===== src/rtl/fios_result_collector_if.sv =====
// Bus bundle between the FIOS multiplier result stream and the collector.
// The master drives the result words and the modulus; the slave returns the reduced result.
interface fios_result_collector_if #(
  parameter int unsigned s          = 8,
  parameter int unsigned WORD_WIDTH = 17
);
  logic                      res_valid_i;
  logic [WORD_WIDTH-1:0]     res_i;
  logic [s*WORD_WIDTH-1:0]   p_i;
  logic [s*WORD_WIDTH-1:0]   result_o;
  logic                      done_o;
  logic                      busy_o;
  logic                      overrun_o;

  modport master (
    output res_valid_i, res_i, p_i,
    input  result_o, done_o, busy_o, overrun_o
  );

  modport slave (
    input  res_valid_i, res_i, p_i,
    output result_o, done_o, busy_o, overrun_o
  );
endinterface


===== src/rtl/fios_result_collector.sv =====
// Collects the LSW-first Montgomery FIOS result words, then performs the final
// conditional subtraction (R >= p ? R - p : R) one word per cycle with borrow.
module fios_result_collector #(
  parameter int unsigned s          = 8,
  parameter int unsigned WORD_WIDTH = 17
) (
  input  logic                   clock_i,
  input  logic                   reset_i,
  fios_result_collector_if.slave bus
);

  localparam int unsigned    CW   = (s > 1) ? $clog2(s) : 1;
  localparam logic [CW-1:0]  LAST = CW'(s - 1);

  typedef enum logic [1:0] {
    COLLECT = 2'd0,
    REDUCE  = 2'd1,
    OUT     = 2'd2
  } state_t;

  state_t                  state_q, state_d;
  logic [CW-1:0]           cnt_q, cnt_d;
  logic                    borrow_q, borrow_d;
  logic [WORD_WIDTH-1:0]   r_q [s];
  logic [WORD_WIDTH-1:0]   r_d [s];
  logic [WORD_WIDTH-1:0]   d_q [s];
  logic [WORD_WIDTH-1:0]   d_d [s];
  logic [WORD_WIDTH-1:0]   p_w [s];
  logic [s*WORD_WIDTH-1:0] result_q, result_d;
  logic [s*WORD_WIDTH-1:0] r_flat, d_flat;
  logic                    done_q, done_d;
  logic                    busy_q, busy_d;
  logic                    overrun_q, overrun_d;
  logic [WORD_WIDTH:0]     diff;

  // Slice the modulus into words and flatten the R/D buffers for the final select
  always_comb begin
    r_flat = '0;
    d_flat = '0;
    for (int unsigned i = 0; i < s; i++) begin
      p_w[i]                               = bus.p_i[i*WORD_WIDTH +: WORD_WIDTH];
      r_flat[i*WORD_WIDTH +: WORD_WIDTH]   = r_q[i];
      d_flat[i*WORD_WIDTH +: WORD_WIDTH]   = d_q[i];
    end
  end

  // One word of the borrow-propagating subtraction R - p
  always_comb begin
    diff = {1'b0, r_q[cnt_q]} - {1'b0, p_w[cnt_q]} - {{WORD_WIDTH{1'b0}}, borrow_q};
  end

  // FSM state register
  always_ff @(posedge clock_i or posedge reset_i) begin
    if (reset_i) state_q <= COLLECT;
    else         state_q <= state_d;
  end

  // FSM next-state logic
  always_comb begin
    state_d = state_q;
    unique case (state_q)
      COLLECT: if (bus.res_valid_i && (cnt_q == LAST)) state_d = REDUCE;
      REDUCE:  if (cnt_q == LAST) state_d = OUT;
      OUT:     state_d = COLLECT;
      default: state_d = COLLECT;
    endcase
  end

  // FSM outputs and datapath next values
  always_comb begin
    cnt_d     = cnt_q;
    borrow_d  = borrow_q;
    r_d       = r_q;
    d_d       = d_q;
    result_d  = result_q;
    done_d    = 1'b0;
    overrun_d = overrun_q;
    unique case (state_q)
      COLLECT: begin
        if (bus.res_valid_i) begin
          r_d[cnt_q] = bus.res_i;
          if (cnt_q == LAST) begin
            cnt_d    = '0;
            borrow_d = 1'b0;
          end else begin
            cnt_d = cnt_q + 1'b1;
          end
        end
      end
      REDUCE: begin
        d_d[cnt_q] = diff[WORD_WIDTH-1:0];
        borrow_d   = diff[WORD_WIDTH];
        cnt_d      = (cnt_q == LAST) ? '0 : cnt_q + 1'b1;
        if (bus.res_valid_i) overrun_d = 1'b1;
      end
      OUT: begin
        // A final borrow means R < p, so the unreduced capture is the answer
        result_d = borrow_q ? r_flat : d_flat;
        done_d   = 1'b1;
        cnt_d    = '0;
        if (bus.res_valid_i) overrun_d = 1'b1;
      end
      default: cnt_d = '0;
    endcase
    // Registered busy: derived from the values the flops are about to take
    busy_d = (state_d != COLLECT) || (cnt_d != '0);
  end

  // Datapath and output registers
  always_ff @(posedge clock_i or posedge reset_i) begin
    if (reset_i) begin
      cnt_q     <= '0;
      borrow_q  <= 1'b0;
      result_q  <= '0;
      done_q    <= 1'b0;
      busy_q    <= 1'b0;
      overrun_q <= 1'b0;
      for (int unsigned i = 0; i < s; i++) begin
        r_q[i] <= '0;
        d_q[i] <= '0;
      end
    end else begin
      cnt_q     <= cnt_d;
      borrow_q  <= borrow_d;
      result_q  <= result_d;
      done_q    <= done_d;
      busy_q    <= busy_d;
      overrun_q <= overrun_d;
      for (int unsigned i = 0; i < s; i++) begin
        r_q[i] <= r_d[i];
        d_q[i] <= d_d[i];
      end
    end
  end

  assign bus.result_o  = result_q;
  assign bus.done_o    = done_q;
  assign bus.busy_o    = busy_q;
  assign bus.overrun_o = overrun_q;

endmodule

===== src/flat_wrapper.sv =====
// flat-port wrapper written by rule: the top's interface ports become plain ports
module fios_result_collector_flat 
#(
  parameter int unsigned s          = 8,
  parameter int unsigned WORD_WIDTH = 17
)
  (clock_i, reset_i, bus_res_valid_i, bus_res_i, bus_p_i, bus_result_o, bus_done_o, bus_busy_o, bus_overrun_o);
  fios_result_collector_if #(.s(s), .WORD_WIDTH(WORD_WIDTH)) bus_i ();
  input  logic clock_i;
  input  logic reset_i;
  input wire logic [$bits(bus_i.res_valid_i)-1:0] bus_res_valid_i;
  input wire logic [$bits(bus_i.res_i)-1:0] bus_res_i;
  input wire logic [$bits(bus_i.p_i)-1:0] bus_p_i;
  output wire logic [$bits(bus_i.result_o)-1:0] bus_result_o;
  output wire logic [$bits(bus_i.done_o)-1:0] bus_done_o;
  output wire logic [$bits(bus_i.busy_o)-1:0] bus_busy_o;
  output wire logic [$bits(bus_i.overrun_o)-1:0] bus_overrun_o;
  assign bus_i.res_valid_i = bus_res_valid_i;
  assign bus_i.res_i = bus_res_i;
  assign bus_i.p_i = bus_p_i;
  assign bus_result_o = bus_i.result_o;
  assign bus_done_o = bus_i.done_o;
  assign bus_busy_o = bus_i.busy_o;
  assign bus_overrun_o = bus_i.overrun_o;
  fios_result_collector #(.s(s), .WORD_WIDTH(WORD_WIDTH)) u_core (.clock_i(clock_i), .reset_i(reset_i), .bus(bus_i));
endmodule

===== config.mk =====
export PLATFORM = sky130hd
export DESIGN_NAME = fios_result_collector_flat
export DESIGN_NICKNAME = d
export VERILOG_FILES = /design/src/rtl/fios_result_collector_if.sv /design/src/rtl/fios_result_collector.sv /design/src/flat_wrapper.sv
export SDC_FILE = /design/constraint.sdc
export NUM_CORES = 1
export LEC_CHECK = 0
export BUFFER_PORTS_ARGS = -buffer_cell sky130_fd_sc_hd__buf_2
export CAP_MARGIN = 20
export CORE_MARGIN = 4
export CORE_UTILIZATION = 50
export CTS_CLUSTER_DIAMETER = 80
export DETAILED_ROUTE_END_ITERATION = 16
export GPL_ROUTABILITY_DRIVEN = 0
export HOLD_SLACK_MARGIN = 0.15
export MAX_ROUTING_LAYER = met4
export PLACE_DENSITY_LB_ADDON = 0.05
export SLEW_MARGIN = 10
export SYNTH_ARGS = -nofsm -noshare
export SYNTH_HDL_FRONTEND = slang
export SYNTH_SLANG_ARGS = --single-unit
export TNS_END_PERCENT = 20

===== constraint.sdc =====
create_clock -name clock_i -period 37 [get_ports clock_i]
set_clock_uncertainty 0.2 [all_clocks]
set_input_delay 3.7 -clock clock_i [delete_from_list [all_inputs] [get_ports clock_i]]
set_output_delay 3.7 -clock clock_i [all_outputs]
set_load 0.005 [all_outputs]

==> results of run 1 <==
[through the flow]
stage	instance area [um^2]	hold WS, ns	utilization, %
6_report	22700	0.261	59.9
5_1_grt	22700	0.278	59.9
4_1_cts	22600	0.263	59.8
3_5_place_dp	21200	0.251	56.1
3_3_place_gp	21200	0.237	56.1
2_1_floorplan	19300	0.249	-
[metal layers]
metal	GRT usage, %	vias up	wire length (um)
met2	49.2	682	30900
met4	7.54	0	1690
met5	-	-	0
met3	6.17	95	5420
li1	-	6810	-
met1	46.6	7675	29100
[placed cells by master (no fill, tap or decap), types with 7 or more instances in the layout]
cell,count
clkbuf_1,12
a21oi_1,166
inv_1,38
buf_2,294
dfrtp_1,416
mux2i_1,148
clkbuf_8,12
a221oi_1,16
nand3_1,7
o21ai_0,118
mux2_2,146
o21ai_1,9
a21o_1,7
and3_1,14
nor2_1,160
a22oi_1,85
clkbuf_16,45
nand4_1,21
nand2_1,143
a222oi_1,9
buf_4,21
a22o_1,16
ha_1,34
o311ai_0,8
and4_1,10
[worst register-to-register path, stage by stage (launching register included)]
cell      delay, ns
dfrtp_1        0.86
inv_2          0.28
nor3b_4        0.44
buf_4          0.51
a222oi_1       0.17
and4_1         0.33
fa_1           0.41
inv_1          0.10
fa_1           0.24
nand2b_1       0.12
a21oi_1        0.13
a221oi_1       0.56
o21a_1         0.20
a211oi_1       0.06
xor2_1         0.91
o21ai_0        0.22
[registers in the layout, indices dropped and copies added (netlist names)]
| name | flops |
|---|---|
| u_core.bus.result_o | 136 |
| u_core.borrow_q | 1 |
| u_core.r_flat | 136 |
| u_core.cnt_q | 3 |
| u_core.bus.done_o | 1 |
| u_core.bus.overrun_o | 1 |
| u_core.bus.busy_o | 1 |
| u_core.d_flat | 136 |
| u_core.state_q | 2 |
[cell type report]
| type | instances | area (um^2) |
|---|---|---|
| antenna | 2 | 5.00 |
| clock buffer | 69 | 1340 |
| clock inverter | 7 | 42.5 |
| fill | 3290 | 15200 |
| inverter | 40 | 158 |
| multi-input combinational | 1183 | 8360 |
| sequential | 417 | 10400 |
| tap | 511 | 639 |
| timing repair buffer | 319 | 1690 |
[how the worst max path moves through the flow]
stage | startpoint | endpoint | slack (ns) | depth (start not counted)
after floorplan | reset_i | u_core.borrow_q | 21.49 | 1
after global placement | bus_p_i[94] | u_core.d_flat[133] | 29.34 | 13
after detailed placement | bus_p_i[3] | u_core.d_flat[33] | 29.57 | 12
after CTS | bus_p_i[3] | u_core.d_flat[33] | 30.16 | 12
after global routing | bus_p_i[68] | u_core.d_flat[50] | 29.91 | 13
final | bus_p_i[73] | u_core.d_flat[67] | 30.01 | 12
[kinds of logic after synthesis]
family / after synthesis
XOR/XNOR: 12
AO/OA/AOI/OAI: 449
adder cells (fa/ha/maj): 37
buffers and inverters: 156
AND/OR/NAND/NOR: 389
flip-flops: 417
multiplexers: 296
==> out/qor.yml, run 1 <==
antenna_found_initial: 6
synthTopCellsByArea: "dfrtp_1 54%, mux2_2 8.5%, mux2i_1 7.7%, a21oi_1 4.3%, a22oi_1 3.3%"
r2r-end: "u_core.d_flat[67]"
grt_use_total_pct: 32.6
synth-edff-count: 0
synth.avg_cell_area_um2: 11.0
hold-path-cell-count: 1
muxShareOfSynthArea_pct: 16.4
core_area_um2: 37800
portBuffers: 294
cts_sinks: 417
hpwlAfterDp_um: 47200
drive_gt1_share_pct: 27.7
synth_top_family_by_area: "multiplexers"
hold_path_class: "reg -> reg"
timing.slew.headroom_pct: 21.5
netlist_area_um2: 19300
synth_fa_ha_area_share_pct: 2.48
syn2layout_area_growth_pct: 17.5
clockRootBuffer: "clkbuf_16"
synth_xor_area_share_pct: 0.623
syn_nets: 1949
finalSetupViolations: 0
r2r_slack_ns: 31.11
numCtsBuffers: 44
wire_per_inst_um: 26.4
grt_max_degree: 174
ys_seq_elements: 417
firstDrtPassIters: 9
vias: 15262
worstPathArrival_ns: 7.19
grt_pass1_wl_um: 98000
outcome: "completed"
setup.worst_path.class: "in -> reg"
postRouteAntennaNets: 0
rows: 71
io_pins: 295
ys_top_cells_by_count: "417 x dfrtp_1, 166 x a21oi_1, 166 x nor2_1, 148 x mux2i_1, 146 x mux2_2"
synthCells: 1756
routed_wl_um: 67100
timing.final.ws_setup_ns: 30.01
synth_most_common_cell: "dfrtp_1"
reg2reg_from: "u_core.cnt_q[0]"
cp_slowest_cell: "xor2_1"
die_w_um: 204
synthFlopType: "dfrtp_1"
slowest_delay_ns: 0.91
period_needed_ns: 6.99
critPathTopFamily: "compound AO/OA/AOI/OAI gates"
critPathMaxFanout: 8
setup_tns_ns: 0
r2r_cells: 15
async_reset_ff_share_pct: 100
path_cells: "buf_2 -> a222oi_1 -> nand4_1 -> ha_1 -> inv_1 -> ha_1 -> o21ai_0 -> a221oi_1 -> o21a_1 -> a211oi_1 -> xor2_1 -> o21ai_0"
dieArea_um2: 41800
worst_skew_pair.late_latency_ns: 0.57
dp_slack_ns: 29.57
path_buf_inv: 2
rsz0062_at_grt: "no"
min_to: "u_core.bus.overrun_o"
ctsResizeCount: 0
cp-end-kind: "flop"
yosys.area_share.simple_pct: 8.93
synth_compound_area_share_pct: 14.3
startpoint_type: "input port"
remaining_drc_errors: 0
synth_top_area_share_pct: 54.1
nNetsFinal: 2198
grt_pass1_vias: 14524
postCtsHoldBufs: 0
globalRouteOverflowTotal: 0
worstHoldStart: "u_core.bus.overrun_o"
dp_cells: 2467
synth.distinct_cells: 56
vias_per_cell: 5.99
yosysTopAreaCell: "dfrtp_1"
start_util_pct: 51.0
ys_seq_area_share_pct: 54.1
max-clock-path-buffers: 3
dieHeight_um: 204
worst_slew_pin_slew_ns: 1.18
finalHoldViolations: 0
maxCapViolCount: 0
max_freq_mhz: 143
post-cts-setup-buffers: 0
slew_viol_final: 0
ys_warn_count: 0
cp.required_ns: 37.20
final_cell_count_no_fill: 2548
drtIter0Drc: 1672
clkTransAtPathRegs_ns: 0.06
tritoncts: "yes"
htree_levels: 2
timing.final.crit_share_pct: 18.9
Power of run 1 is not shown: default switching activity piles up to over one toggle a cycle in this logic, so the estimate is an artifact.
==> run 2: changes to the inputs <==
--- a/config.mk
+++ b/config.mk
@@ -5,6 +5,7 @@
 export SDC_FILE = /design/constraint.sdc
 export NUM_CORES = 1
 export LEC_CHECK = 0
+export ABC_AREA = 1
 export BUFFER_PORTS_ARGS = -buffer_cell sky130_fd_sc_hd__buf_2
 export CAP_MARGIN = 20
 export CORE_MARGIN = 4
==> constraint.sdc (replaced) <==
create_clock -name clock_i -period 6.7 [get_ports clock_i]
set_clock_uncertainty 0.2 [all_clocks]
set_input_delay 0.67 -clock clock_i [delete_from_list [all_inputs] [get_ports clock_i]]
set_output_delay 0.67 -clock clock_i [all_outputs]
set_load 0.005 [all_outputs]
==> out/qor.yml, run 2 <==
reg2reg_from: "u_core.cnt_q[0]"
dieArea_um2: 41600  # -0.39%
path_buf_inv: 3  # +1
r2r_cells: 16  # +1
mostFrequentLayoutCells: "723 x nand2_1, 416 x dfrtp_1, 294 x buf_2"
firstDrtPassIters: 6  # -3
drtIter0Drc: 2529  # +51%
die_w_um: 204  # -0.20%
dp_cells: 2968  # +20%
routed_wl_um: 75700  # +13%
vias_per_cell: 5.95  # -0.63%
diodes: 0  # -2
ys_warn_count: 0  # unchanged
hold-path-cell-count: 3  # +2
worst_slew_pin_slew_ns: 1.22  # +0.0463 ns
finalHoldViolations: 0  # unchanged
timing.final.crit_share_pct: 84.8
maxCapViolCount: 0  # unchanged
startpoint_type: "flop"
synthCells: 2267  # +29%
cp-end-kind: "flop"
period_needed_ns: 5.68
synthTopCellsByArea: "dfrtp_1 54%, nand2_1 14%, o21ai_0 5.3%, a31oi_1 4.6%, nor2_1 3.8%"
setup_tns_ns: 0  # unchanged
vias: 18165  # +19%
cp_slowest_cell: "a221oi_1"
synth_xor_area_share_pct: 0.358  # -0.26 points
ctsResizeCount: 0  # unchanged
ys_top_cells_by_count: "723 x nand2_1, 417 x dfrtp_1, 204 x o21ai_0, 195 x nor2_1"
grt_pass1_vias: 16893  # +16%
ys_seq_elements: 417  # unchanged
worstPathArrival_ns: 5.92  # -1.27 ns
grt_max_degree: 186  # +6.9%
numCtsBuffers: 44  # unchanged
worst_skew_pair.late_latency_ns: 0.58  # about the same
grt_pass1_wl_um: 112000  # +14%
rows: 71  # unchanged
design_area_um2: 22600  # -0.20%
wire_per_inst_um: 24.8  # -5.9%
syn2layout_area_growth_pct: 17.8
async_reset_ff_share_pct: 100  # unchanged
ys_seq_area_share_pct: 54.3  # +0.22 points
synth_top_family_by_area: "simple AND/OR/NAND/NOR gates"
synth-edff-count: 0  # unchanged
clockRootBuffer: "clkbuf_16"
muxShareOfSynthArea_pct: 0  # -16 points
setup.worst_path.class: "reg -> reg"
cts_sinks: 417  # unchanged
cpMostUsedCell: "nand2_1"
r2r-end: "u_core.d_flat[63]"
max_freq_mhz: 176
core_area_um2: 37800  # -0.23%
start_util_pct: 50.9  # -0.089 points
synth.distinct_cells: 46  # -18%
synth_top_area_share_pct: 54.3  # +0.22 points
critPathTopFamily: "simple AND/OR/NAND/NOR gates"
place_area_um2: 21100  # -0.68%
io_pins: 295  # unchanged
worst-path-stages: 16  # +4
synth_most_common_cell: "nand2_1"
finalSetupViolations: 0  # unchanged
syn_nets: 2460  # +26%
slew_viol_final: 0  # unchanged
synthFlopType: "dfrtp_1"
path_cells: "nand2_1 -> inv_1 -> a221oi_1 -> nand4_1 -> ha_1 -> inv_1 -> ha_1 -> inv_1 -> o21ai_1 -> nand2_1 -> nand2_1 -> a21boi_2 -> o21ai_0 -> nand2_1 -> nand3_1 -> nand2_1"
dieHeight_um: 204  # -0.20%
globalRouteOverflowTotal: 0  # unchanged
rsz0062_at_grt: "no"
hold_path_class: "in -> reg"
remaining_drc_errors: 0  # unchanged
timing.slew.headroom_pct: 18.4  # -3.2 points
portBuffers: 294  # unchanged
critPathMaxFanout: 23  # +15
nNetsFinal: 2702  # +23%
tritoncts: "yes"
postRouteAntennaNets: 0  # unchanged
max-clock-path-buffers: 3  # unchanged
netlist_area_um2: 19200  # -0.41%
worstHoldStart: "bus_res_i[11]"
synth_compound_area_share_pct: 16.0  # +1.7 points
drive_gt1_share_pct: 17.2  # -11 points
yosys.area_share.simple_pct: 21.3  # +12 points
min_to: "u_core.r_flat[62]"
layout_commonest_cell: "nand2_1"
yosysTopAreaCell: "dfrtp_1"
antenna_found_initial: 1  # -5
final_cell_count_no_fill: 3052  # +20%
synth_fa_ha_area_share_pct: 2.49  # +0.010 points
htree_levels: 2  # unchanged
hpwlAfterDp_um: 53100  # +13%
clkTransAtPathRegs_ns: 0.06  # about the same
r2r_slack_ns: 1.02  # -30.09 ns
cp.required_ns: 6.93  # -30.27 ns
slowest_delay_ns: 0.71  # -0.20 ns
hold_slack_ns: 0.166  # -0.0952 ns
grt_use_total_pct: 36.9  # +4.3 points
outcome: "completed"
synth.avg_cell_area_um2: 8.47  # -23%
## run 2: cell types whose count changed in the layout (fill, tap and decap cells not counted), sizes merged, moves of 9 or more
cell    before  now
and4        10    0
nand2      143  730
nand3        8   59
nor2       166  205
a22oi       85   30
a222oi       9    0
and3        15    0
a21oi      168   37
o21ai      127  219
mux2i      149    0
a221oi      16   28
mux2       147    0
inv         42  149
a31oi        1  140
## run 2: metrics by stage
stage | utilization, % | worst slack, ns
after global placement | 55.7 | 1.26
after global routing | 59.9 | 0.853
final | 59.9 | 1.02
after CTS | 59.9 | 1.30
after detailed placement | 55.9 | 1.32
after floorplan | - | 0.206
## run 2: worst max path at each step
stage / to / start
6_report: u_core.d_flat[63] / u_core.cnt_q[0]
5_1_grt: u_core.d_flat[128] / u_core.cnt_q[2]
4_1_cts: u_core.d_flat[48] / u_core.cnt_q[0]
3_5_place_dp: u_core.d_flat[43] / u_core.cnt_q[2]
3_3_place_gp: u_core.d_flat[44] / u_core.cnt_q[0]
2_1_floorplan: u_core.borrow_q / reset_i
## run 2: what timing repair did
action / CTS / global route
setup buffers: 0 / 0
hold buffers: 6 / 0
hold endpoints to repair: 31 / 0
## run 2: metal layers
layer / share of wire (%) / global-route usage [%]
met1: 40 / 51.2
met2: 45 / 54.6
met3: 10 / 6.73
met4: 5.0 / 14.5
met5: 0 / -
## run 2: worst min-delay path: cells and delay by family
family                 cells  cell delay (ns)
AOI/OAI and AO/OA          1             0.06
buffers and inverters      1             0.12
and+or+nand+nor            1             0.05
## run 2: logic make-up after synthesis
logic type,after synthesis
AOI/OAI and AO/OA,502
xor gates and xnor gates,7
adders and majority gates,37
buffers and inverters,274
DFF,417
and+or+nand+nor,1030
## run 2: layout make-up
type | count | area (um^2)
inverter | 150 | 568
timing repair buffer | 320 | 1750
sequential | 417 | 10400
multi-input combinational | 1576 | 7760
tap | 511 | 639
clock buffer | 64 | 1310
clock inverter | 14 | 156
fill | 3377 | 15100
Power of run 2 is left out for the same reason.
